## src/rtl/pr_dec_seq.sv

```systemverilog
// Sequenced one-hot decoder: each accepted code drives a one-hot slot for HOLD cycles,
// with one pending code buffered. Define PR_DEC_SEQ_GAP_EN for a one-cycle gap between slots.
module pr_dec_seq #(
  parameter int unsigned SEL_W = 2,
  parameter int unsigned HOLD  = 4
) (
  input  logic                  clk_i,
  input  logic                  rst_i,
  input  logic                  in_valid_i,
  output logic                  in_ready_o,
  input  logic [SEL_W-1:0]      in_code_i,
  input  logic                  in_en_i,
  output logic [2**SEL_W-1:0]   y_o,
  output logic                  y_valid_o,
  output logic                  done_o,
  output logic                  busy_o
);

  localparam int unsigned CntW = $clog2(HOLD + 1);
  localparam logic [CntW-1:0] CntLoad = CntW'(HOLD - 1);

  typedef enum logic [1:0] {StIdle, StDrive, StGap} state_e;

`ifdef PR_DEC_SEQ_GAP_EN
  localparam state_e NextSlot = StGap;
`else
  localparam state_e NextSlot = StDrive;
`endif

  state_e           state_q, state_d;
  logic [CntW-1:0]  cnt_q, cnt_d;
  logic [SEL_W-1:0] code_q, code_d;
  logic             en_q, en_d;
  logic             pend_valid_q, pend_valid_d;
  logic [SEL_W-1:0] pend_code_q, pend_code_d;
  logic             pend_en_q, pend_en_d;
  logic             xfer;

  always_ff @(posedge clk_i) begin
    if (rst_i) begin
      state_q      <= StIdle;
      cnt_q        <= '0;
      code_q       <= '0;
      en_q         <= 1'b0;
      pend_valid_q <= 1'b0;
      pend_code_q  <= '0;
      pend_en_q    <= 1'b0;
    end else begin
      state_q      <= state_d;
      cnt_q        <= cnt_d;
      code_q       <= code_d;
      en_q         <= en_d;
      pend_valid_q <= pend_valid_d;
      pend_code_q  <= pend_code_d;
      pend_en_q    <= pend_en_d;
    end
  end

  assign xfer = in_valid_i && in_ready_o;

  always_comb begin
    state_d      = state_q;
    cnt_d        = cnt_q;
    code_d       = code_q;
    en_d         = en_q;
    pend_valid_d = pend_valid_q;
    pend_code_d  = pend_code_q;
    pend_en_d    = pend_en_q;
    unique case (state_q)
      StIdle: begin
        if (xfer) begin
          code_d  = in_code_i;
          en_d    = in_en_i;
          cnt_d   = CntLoad;
          state_d = StDrive;
        end
      end
      StDrive: begin
        if (cnt_q != '0) begin
          cnt_d = cnt_q - CntW'(1);
          if (xfer) begin
            pend_valid_d = 1'b1;
            pend_code_d  = in_code_i;
            pend_en_d    = in_en_i;
          end
        end else if (pend_valid_q) begin
          code_d       = pend_code_q;
          en_d         = pend_en_q;
          pend_valid_d = 1'b0;
          cnt_d        = CntLoad;
          state_d      = NextSlot;
        end else if (xfer) begin
          // Empty pending: the offered code bypasses straight into the drive register.
          code_d  = in_code_i;
          en_d    = in_en_i;
          cnt_d   = CntLoad;
          state_d = NextSlot;
        end else begin
          state_d = StIdle;
        end
      end
      StGap: begin
        // Drive register and counter were loaded on entry; only buffer new input here.
        state_d = StDrive;
        if (xfer) begin
          pend_valid_d = 1'b1;
          pend_code_d  = in_code_i;
          pend_en_d    = in_en_i;
        end
      end
      default: state_d = StIdle;
    endcase
  end

  always_comb begin
    y_o = '0;
    if (state_q == StDrive && en_q) begin
      y_o[code_q] = 1'b1;
    end
    in_ready_o = !pend_valid_q;
    y_valid_o  = (state_q == StDrive);
    done_o     = (state_q == StDrive) && (cnt_q == '0);
    busy_o     = (state_q != StIdle) || pend_valid_q;
  end

endmodule

```

## config.mk

```make
export PLATFORM = sky130hd
export DESIGN_NAME = pr_dec_seq
export DESIGN_NICKNAME = d
export VERILOG_FILES = /design/src/rtl/pr_dec_seq.sv
export SDC_FILE = /design/constraint.sdc
export NUM_CORES = 1
export LEC_CHECK = 0
export ABC_CLOCK_PERIOD_IN_PS = 2100
export BUFFER_PORTS_ARGS = -buffer_cell sky130_fd_sc_hd__buf_2
export CAP_MARGIN = 20
export CORE_AREA = 5 5 42 44
export DETAILED_ROUTE_END_ITERATION = 8
export DIE_AREA = 0 0 47 49
export PLACE_DENSITY = 0.81
export SETUP_SLACK_MARGIN = 0.05
export SYNTH_ARGS = -nofsm -noshare
export SYNTH_HDL_FRONTEND = slang
export SYNTH_SLANG_ARGS = --single-unit
```

## constraint.sdc

```tcl
create_clock -name clk_i -period 2.1 [get_ports clk_i]
set_input_delay 0.42 -clock clk_i [delete_from_list [all_inputs] [get_ports clk_i]]
set_output_delay 0.42 -clock clk_i [all_outputs]
set_load 0.1 [all_outputs]
```

==> results of run 1 <==
[metal layers]
metal | track usage | part of all wire | vias to the layer above
met5 | 0 | 0 | -
met4 | 0.0553 | 0.0060 | 0
met3 | 0.0369 | 0.063 | 2
met2 | 0.229 | 0.53 | 14
met1 | 0.152 | 0.41 | 260
li1 | - | - | 288
[final cells by class]
type | instances | share of cell area
multi-input combinational | 48 | 0.514
sequential | 11 | 0.295
timing repair buffer | 14 | 0.0956
clock buffer | 4 | 0.0346
inverter | 7 | 0.0346
tap | 16 | 0.0264
[state kept, by name, indices dropped and copies added, names as in the netlist]
| signal | cells |
|---|---|
| pend_en_q | 1 |
| pend_code_q | 2 |
| code_q | 2 |
| cnt_q | 3 |
| en_q | 1 |
| pend_valid_q | 1 |
| state_q | 1 |
[placed cells by master, fill, tap and decap left out, types with 2 or more instances in the layout]
cell / instances
nand2b_1: 2
dfxtp_1: 10
nand4_1: 3
ha_1: 2
nand3_1: 2
a221oi_2: 3
o31ai_1: 5
a211oi_1: 2
buf_2: 13
nor3_4: 2
a311oi_1: 2
nand2_2: 3
a21oi_1: 5
clkbuf_4: 3
or3b_1: 2
inv_1: 6
nor2_4: 2
[worst reg2reg max path: cells and delay by family (launching register included)]
kind,cells,cell delay [ns]
buf+inv,2,0.24
fa+ha+maj,1,0.22
flops,1,0.35
compound gates,1,0.24
simple gates,2,0.22
[stage by stage]
step                      utilization  total power [mW]  worst slack, ns  std cells  instance area (um^2)
after global routing            0.542             0.634           0.0519        100                   759
after global placement          0.523             0.454            0.466         96                   733
after CTS                       0.542             0.604            0.157        100                   759
after floorplan                     -             0.431           0.0710         70                   678
after detailed placement        0.523             0.458            0.459         96                   733
final                           0.542             0.599            0.158        100                   759
[power breakdown]
group	switching [mW]	internal, mW
sequential	0.0278	0.227
clock	0.0708	0.0735
combinational	0.144	0.0559
total	0.242	0.357
[worst max path at each step]
stage,end,slack [ns],depth (start not counted)
global placement,done_o,0.47,5
global route,done_o,0.05,5
finish,done_o,0.16,5
CTS,done_o,0.16,5
detailed placement,done_o,0.46,5
floorplan,y_o[1],0.07,3
[Yosys cell counts, drive strengths merged]
master	instances	area share
o21ai	2	0.022
mux2	1	0.024
nand3	2	0.016
inv	7	0.042
ha	2	0.040
a311oi	2	0.028
nand2b	2	0.020
dfxtp	11	0.35
nor3b	1	0.012
clkbuf	1	0.0060
nand4	3	0.030
a221oi	3	0.072
a31oi	1	0.010
or3b	2	0.028
nor2b	1	0.010
a21oi	5	0.040
nor3	3	0.024
o31ai	5	0.060
a211oi	2	0.024
buf	3	0.048
nand2	4	0.028
nor2	4	0.024
o2bb2ai	1	0.014
and2b	2	0.026
[kinds of logic after synthesis]
group                    after synthesis  synth area share
multiplexers                           1            0.0240
adder cells (fa/ha/maj)                2            0.0400
buffers and inverters                 11            0.0960
AO/OA/AOI/OAI                         21             0.270
flip-flops                            11             0.352
AND/OR/NAND/NOR                       24             0.218
==> results.cfg, run 1 <==
[place]
hpwlAfterDp_um = 1020
io_buffers = 13
place_congestion = 0.771

[power_and_ir_drop]
peakVddDrop_mv = 0.391
leakage_nw = 0.293
power.density_nw_per_um2 = 789

[route]
via_per_inst = 5.64
drc = 0
wl_um = 1330
via_count = 564
firstDrtPassIters = 4
drt_iter0_markers = 7
ant_nets = 0
post_drt_wl_per_cell_um = 13.3

[floorplan]
rows = 14
dieArea_um2 = 2300
num_io_pins = 14
core_area_um2 = 1400
start_util = 0.446
die_h_um = 49
dieWidth_um = 47

[timing]
hold_violations = 0
max_slew_margin = 0.672
worst_pin_slew_ns = 0.496
fin_skew_ns = 0.000913
period_needed_ns = 1.94
clock.fmax_mhz = 515
whs_ns = 0.435
rsz0062_at_grt = false
slew_violations = 0
finalSetupTns_ns = 0
setup_viol = 0
min_period_over_period = 0.925

[global_route]
grt_usage = 0.135
grt_pass1_vias = 549
grt_pass1_wl_um = 2290
grt_overflow_total = 0
grt_max_degree = 17
antenna_found_initial = 0

[clock_network]
cts_tree = done
clock_path_buffers = 2
cts_sinks = 11
cts_buffers = 3
htree_num_levels = 1
cts_setup_buffers = 0
clock-root-buffer = clkbuf_4
insertion_delay_ns = 0.26
cts_resized = 0
ctsHoldBuffers = 0
clkTransAtPathRegs_ns = 0.07

[cells_and_area]
antennaDiodeCount = 0
area_growth_syn_to_layout_pct = 21.4
nets = 93
multi_input_area_um2 = 390
nFillCells = 139
ff_latch_area_um2 = 224
drive_above_1_share = 0.393

[setup_path]
crit_path_cell_trace = inv_1, ha_1, nand2b_1, nor2_2, buf_2
startpoint_type = flip-flop
cp-end-kind = output pin
critPathKind = flip-flop to output pin
critPathTopFamily = buffers and inverters
cp_max_fo = 3
cp_slowest_cell = buf_2
worstReg2RegStart = cnt_q[0]
cp.arrival_ns = 1.52
slowest_delay_ns = 0.44
r2r_setup_slack_ns = 0.73
crit_start = cnt_q[0]
worst-path-buf-inv = 2
r2r_end = code_q[0]
reg2regPathDepth = 6
required_ns = 1.68

[worst_hold_path]
whs_path_depth = 3
whs_endpoint = pend_en_q
hold_class = input port to flip-flop
hp-start = in_en_i

[yosys]
syn_inst = 70
syn_nets = 78
avgSynthCellArea_um2 = 8.94
yosys_warnings = 0
syn_area_um2 = 626
yosysSeqAreaShare = 0.352
synth_cell_types = 29
synth_seq_cells = 11

[flow_run]
cap_violations = 0

[status]
status = complete, no violations
(Power assumes the default switching activity.)
==> inputs of run 2 (changes only) <==
Settings changed: BUFFER_PORTS_ARGS -buffer_cell sky130_fd_sc_hd__buf_2 to unset, DONT_BUFFER_PORTS set to 1, PLACE_DENSITY 0.81 to 0.72.
==> results.cfg, run 2 (synthesis gave the netlist of run 1 again) <==
[power_and_ir_drop]
power_frac_seq = 0.423
leakage_nw = 0.276
p_int_mw = 0.355
netSwitchingPower_mw = 0.232
switching_share = 0.395
peakVddDrop_mv = 0.459
power.density_nw_per_um2 = 761
p_comb_frac = 0.333
clock_power_share = 0.244

[cells_and_area]
finalInstanceArea_um2 = 772
final_cell_mix = 10 x dfxtp_1, 6 x inv_1, 6 x buf_4
top_register = cnt_q
multi_input_area_um2 = 390
reg.largest.list = cnt_q: 3 flops, code_q: 2 flops, pend_code_q: 2 flops
area_growth_syn_to_layout_pct = 23.4
ff_latch_area_um2 = 224
nFillCells = 135
nets = 87
final_common_cell = dfxtp_1
antennaDiodeCount = 0
largest_register_ffs = 3
drive_above_1_share = 0.346

[place]
place_ws_ns = 0.467
io_buffers = 0
dpl_cell_area_um2 = 746
place_congestion = 0.763
hpwlAfterDp_um = 1000

[clock_network]
clkTransAtPathRegs_ns = 0.07
ctsHoldBuffers = 0
clock-root-buffer = clkbuf_4
cts_setup_buffers = 0
htree_num_levels = 1
cts_sinks = 11
cts_resized = 0
cts_buffers = 3
cts_tree = done
insertion_delay_ns = 0.26
clock_path_buffers = 2

[global_route]
grt_pass1_vias = 486
grt_usage = 0.126
grt_max_degree = 14
grt_overflow_total = 0
antenna_found_initial = 0
grt_pass1_wl_um = 2120

[setup_path]
worst-path-buf-inv = 2
critPathTopFamily = buffers and inverters
cp.arrival_ns = 1.50
cp_max_fo = 9
slowest_delay_ns = 0.33
cp-end-kind = output pin
crit_path_cell_trace = inv_1, ha_1, nand2b_1, nor2_2, buf_4
cp_slowest_cell = dfxtp_1
startpoint_type = flip-flop
critPathKind = flip-flop to output pin
required_ns = 1.68

[flow_run]
cap_violations = 0

[status]
status = complete, no violations

[timing]
period_needed_ns = 1.92
clock.fmax_mhz = 520
worst_pin_slew_ns = 0.391
slew_violations = 0
fin_skew_ns = 0.00214
setup_slack_ns = 0.177
max_slew_margin = 0.739
hold_violations = 0
rsz0062_at_grt = false
min_period_over_period = 0.916
setup_viol = 0
finalSetupTns_ns = 0

[route]
drt_iter0_markers = 9
wl_um = 1300
post_drt_wl_per_cell_um = 13.8
via_count = 543
ant_nets = 0
drc = 0
firstDrtPassIters = 4
via_per_inst = 5.78

[floorplan]
num_io_pins = 14
dieWidth_um = 47
die_h_um = 49
start_util = 0.446
rows = 14
core_area_um2 = 1400
dieArea_um2 = 2300

[worst_hold_path]
hold_class = input port to flip-flop
## run 2: cell count changes in the layout (fill, tap and decap cells not counted), sizes merged
cell	change
buf	-6
## run 2: worst reg2reg max path, delay by kind of cell (launching register included)
kind / cells / cell delay [ns]
buf+inv: 2 / 0.31
simple gates: 3 / 0.52
fa+ha+maj: 1 / 0.21
flops: 1 / 0.35
## run 2: metrics by stage
stage                      util  hold WS [ns]  total power [mW]  cells
after floorplan               -         0.448             0.431     70
final                     0.551         0.210             0.588     94
after global routing      0.551         0.197             0.623     94
after global placement    0.532         0.450             0.446     90
after CTS                 0.551         0.205             0.593     94
after detailed placement  0.532         0.464             0.450     90
## run 2: worst paths after layout
path / startpoint / endpoint / slack (ns) / cells past startpoint
worst max register to register: cnt_q[0] / pend_valid_q / 0.63 / 6
worst max-delay path: cnt_q[0] / done_o / 0.18 / 5
worst min register to register: pend_en_q / pend_en_q / 0.48 / 2
worst min-delay path: rst_i / code_q[1] / 0.21 / 1
## run 2: per-layer routing
layer / up-vias / global-route usage / part of all wire
li1: 275 / - / -
met1: 251 / 0.169 / 0.41
met2: 13 / 0.176 / 0.49
met3: 4 / 0.0332 / 0.072
met4: 0 / 0.0691 / 0.024
met5: - / 0 / 0
## run 2: layout make-up
type,instances,share of cell area
Clock buffer,4,0.0340
Inverter,7,0.0340
Multi-Input combinational cell,48,0.506
Sequential cell,11,0.290
Tap cell,16,0.0259
Timing Repair Buffer,8,0.110
## run 2: power by group through the flow
| stage | Clock (mW) | Combinational (mW) | Sequential [mW] |
|---|---|---|---|
| after detailed placement | 0 | 0.196 | 0.254 |
| after floorplan | 0 | 0.168 | 0.263 |
| after global placement | 0 | 0.193 | 0.253 |
| after CTS | 0.147 | 0.197 | 0.249 |
| after global routing | 0.158 | 0.212 | 0.252 |
| final | 0.143 | 0.196 | 0.249 |
==> inputs of run 3 (changes only) <==
Settings changed: PLACE_DENSITY 0.72 to 0.69, REMOVE_ABC_BUFFERS set to 1.
==> results.cfg, run 3 (synthesis gave the netlist of run 1 again) <==
[timing]
setup_slack_ns = 0.260
setup_viol = 0
min_period_over_period = 0.876
period_needed_ns = 1.84
rsz0062_at_grt = false
worst_pin_slew_ns = 0.347
max_slew_margin = 0.767
fin_skew_ns = 0.000477
slew_violations = 0
clock.fmax_mhz = 543
hold_violations = 0

[clock_network]
clock-root-buffer = clkbuf_4
insertion_delay_ns = 0.27
cts_sinks = 11
clkTransAtPathRegs_ns = 0.07
htree_num_levels = 1
cts_tree = done
ctsHoldBuffers = 0
cts_buffers = 3
clock_path_buffers = 2

[cells_and_area]
final_cell_mix = 11 x dfxtp_1, 6 x inv_1, 5 x o31ai_1, 5 x a21oi_1
ff_latch_area_um2 = 220
top_register = cnt_q
drive_above_1_share = 0.329
nets = 88
area_growth_syn_to_layout_pct = 28.2
reg.largest.list = cnt_q: 3 flops, code_q: 2 flops, pend_code_q: 2 flops
final_common_cell = dfxtp_1
final_cells = 95
multi_input_area_um2 = 365
antennaDiodeCount = 0
largest_register_ffs = 3
nFillCells = 132

[setup_path]
worst-path-buf-inv = 2
reg2regPathDepth = 5
required_ns = 1.68
startpoint_type = flip-flop
cp_slowest_cell = dfxtp_1
path_depth = 5
slowest_delay_ns = 0.32
cp.arrival_ns = 1.42
crit_path_cell_trace = inv_1, ha_1, nand2b_2, nor2_2, buf_6
crit_end = done_o
cp_max_fo = 9
r2r_end = en_q
worstReg2RegStart = cnt_q[0]
r2r_setup_slack_ns = 0.74
crit_start = cnt_q[0]
critPathKind = flip-flop to output pin
critPathTopFamily = flip-flops
cp-end-kind = output pin

[route]
ant_nets = 0
via_count = 541
firstDrtPassIters = 6
wl_um = 1430
wl_met3_um = 87
wl_met1_um = 602
top_layer = met4
via_per_inst = 5.69
drc = 0
met2_length_um = 703
drt_iter0_markers = 10
post_drt_wl_per_cell_um = 15.1

[global_route]
antenna_found_initial = 0
grt_pass1_wl_um = 2440
grt_max_degree = 13
grt_pass1_vias = 557
grt_usage = 0.145
grt_overflow_total = 0

[flow_run]
cap_violations = 0

[power_and_ir_drop]
power_frac_seq = 0.404
p_comb_frac = 0.350
p_int_mw = 0.369
netSwitchingPower_mw = 0.237
peakVddDrop_mv = 0.371
power.density_nw_per_um2 = 756
switching_share = 0.391
leakage_nw = 0.296
clock_power_share = 0.246

[floorplan]
num_io_pins = 14
dieWidth_um = 47
die_h_um = 49
core_area_um2 = 1400
start_util = 0.446
rows = 14
dieArea_um2 = 2300

[place]
hpwlAfterDp_um = 1120
place_ws_ns = 0.425
io_buffers = 0
dpl.cell_count = 91
place_congestion = 0.773

[worst_hold_path]
hp-start = rst_i
hold_class = input port to flip-flop

[status]
status = complete, no violations
-- run 3: routing by layer --
metal  track usage  vias up
li1              -      280
met1         0.182      241
met2         0.217       15
met3        0.0258        5
met4        0.0922        0
met5             0        -
-- run 3: per-stage QoR --
stage / power (mW) / cell area [um^2] / setup TNS [ns] / hold slack [ns] / utilization
floorplan: 0.401 / 592 / -7.87 / 0.442 / -
CTS: 0.606 / 796 / 0 / 0.203 / 0.568
global placement: 0.452 / 769 / 0 / 0.457 / 0.549
detailed placement: 0.460 / 769 / 0 / 0.462 / 0.549
finish: 0.607 / 802 / 0 / 0.202 / 0.572
global route: 0.646 / 802 / 0 / 0.181 / 0.572
-- run 3: worst min path at each step --
stage / to / depth (start not counted)
after floorplan: pend_code_q[1] / 2
after global placement: pend_code_q[0] / 2
after detailed placement: pend_code_q[0] / 2
after CTS: code_q[1] / 1
after global routing: en_q / 1
final: code_q[0] / 1
-- run 3: final cells by class --
type	instances	area share
Clock buffer	4	0.0328
Tap cell	16	0.0250
Multi-Input combinational cell	48	0.456
Sequential cell	11	0.275
Inverter	7	0.0328
Timing Repair Buffer	9	0.179
-- run 3: power by group through the flow --
stage | Clock, mW | Sequential, mW | Combinational (mW)
final | 0.149 | 0.245 | 0.212
after floorplan | 0 | 0.262 | 0.138
after CTS | 0.150 | 0.245 | 0.211
after detailed placement | 0 | 0.250 | 0.210
after global placement | 0 | 0.249 | 0.203
after global routing | 0.171 | 0.249 | 0.226
-- run 3: what timing repair did --
action | in CTS | in global routing
resized for setup | 0 | 2
buffers inserted | 0 | 0
endpoints found under the hold margin | 0 | 0
endpoints found under the setup margin | 0 | 1
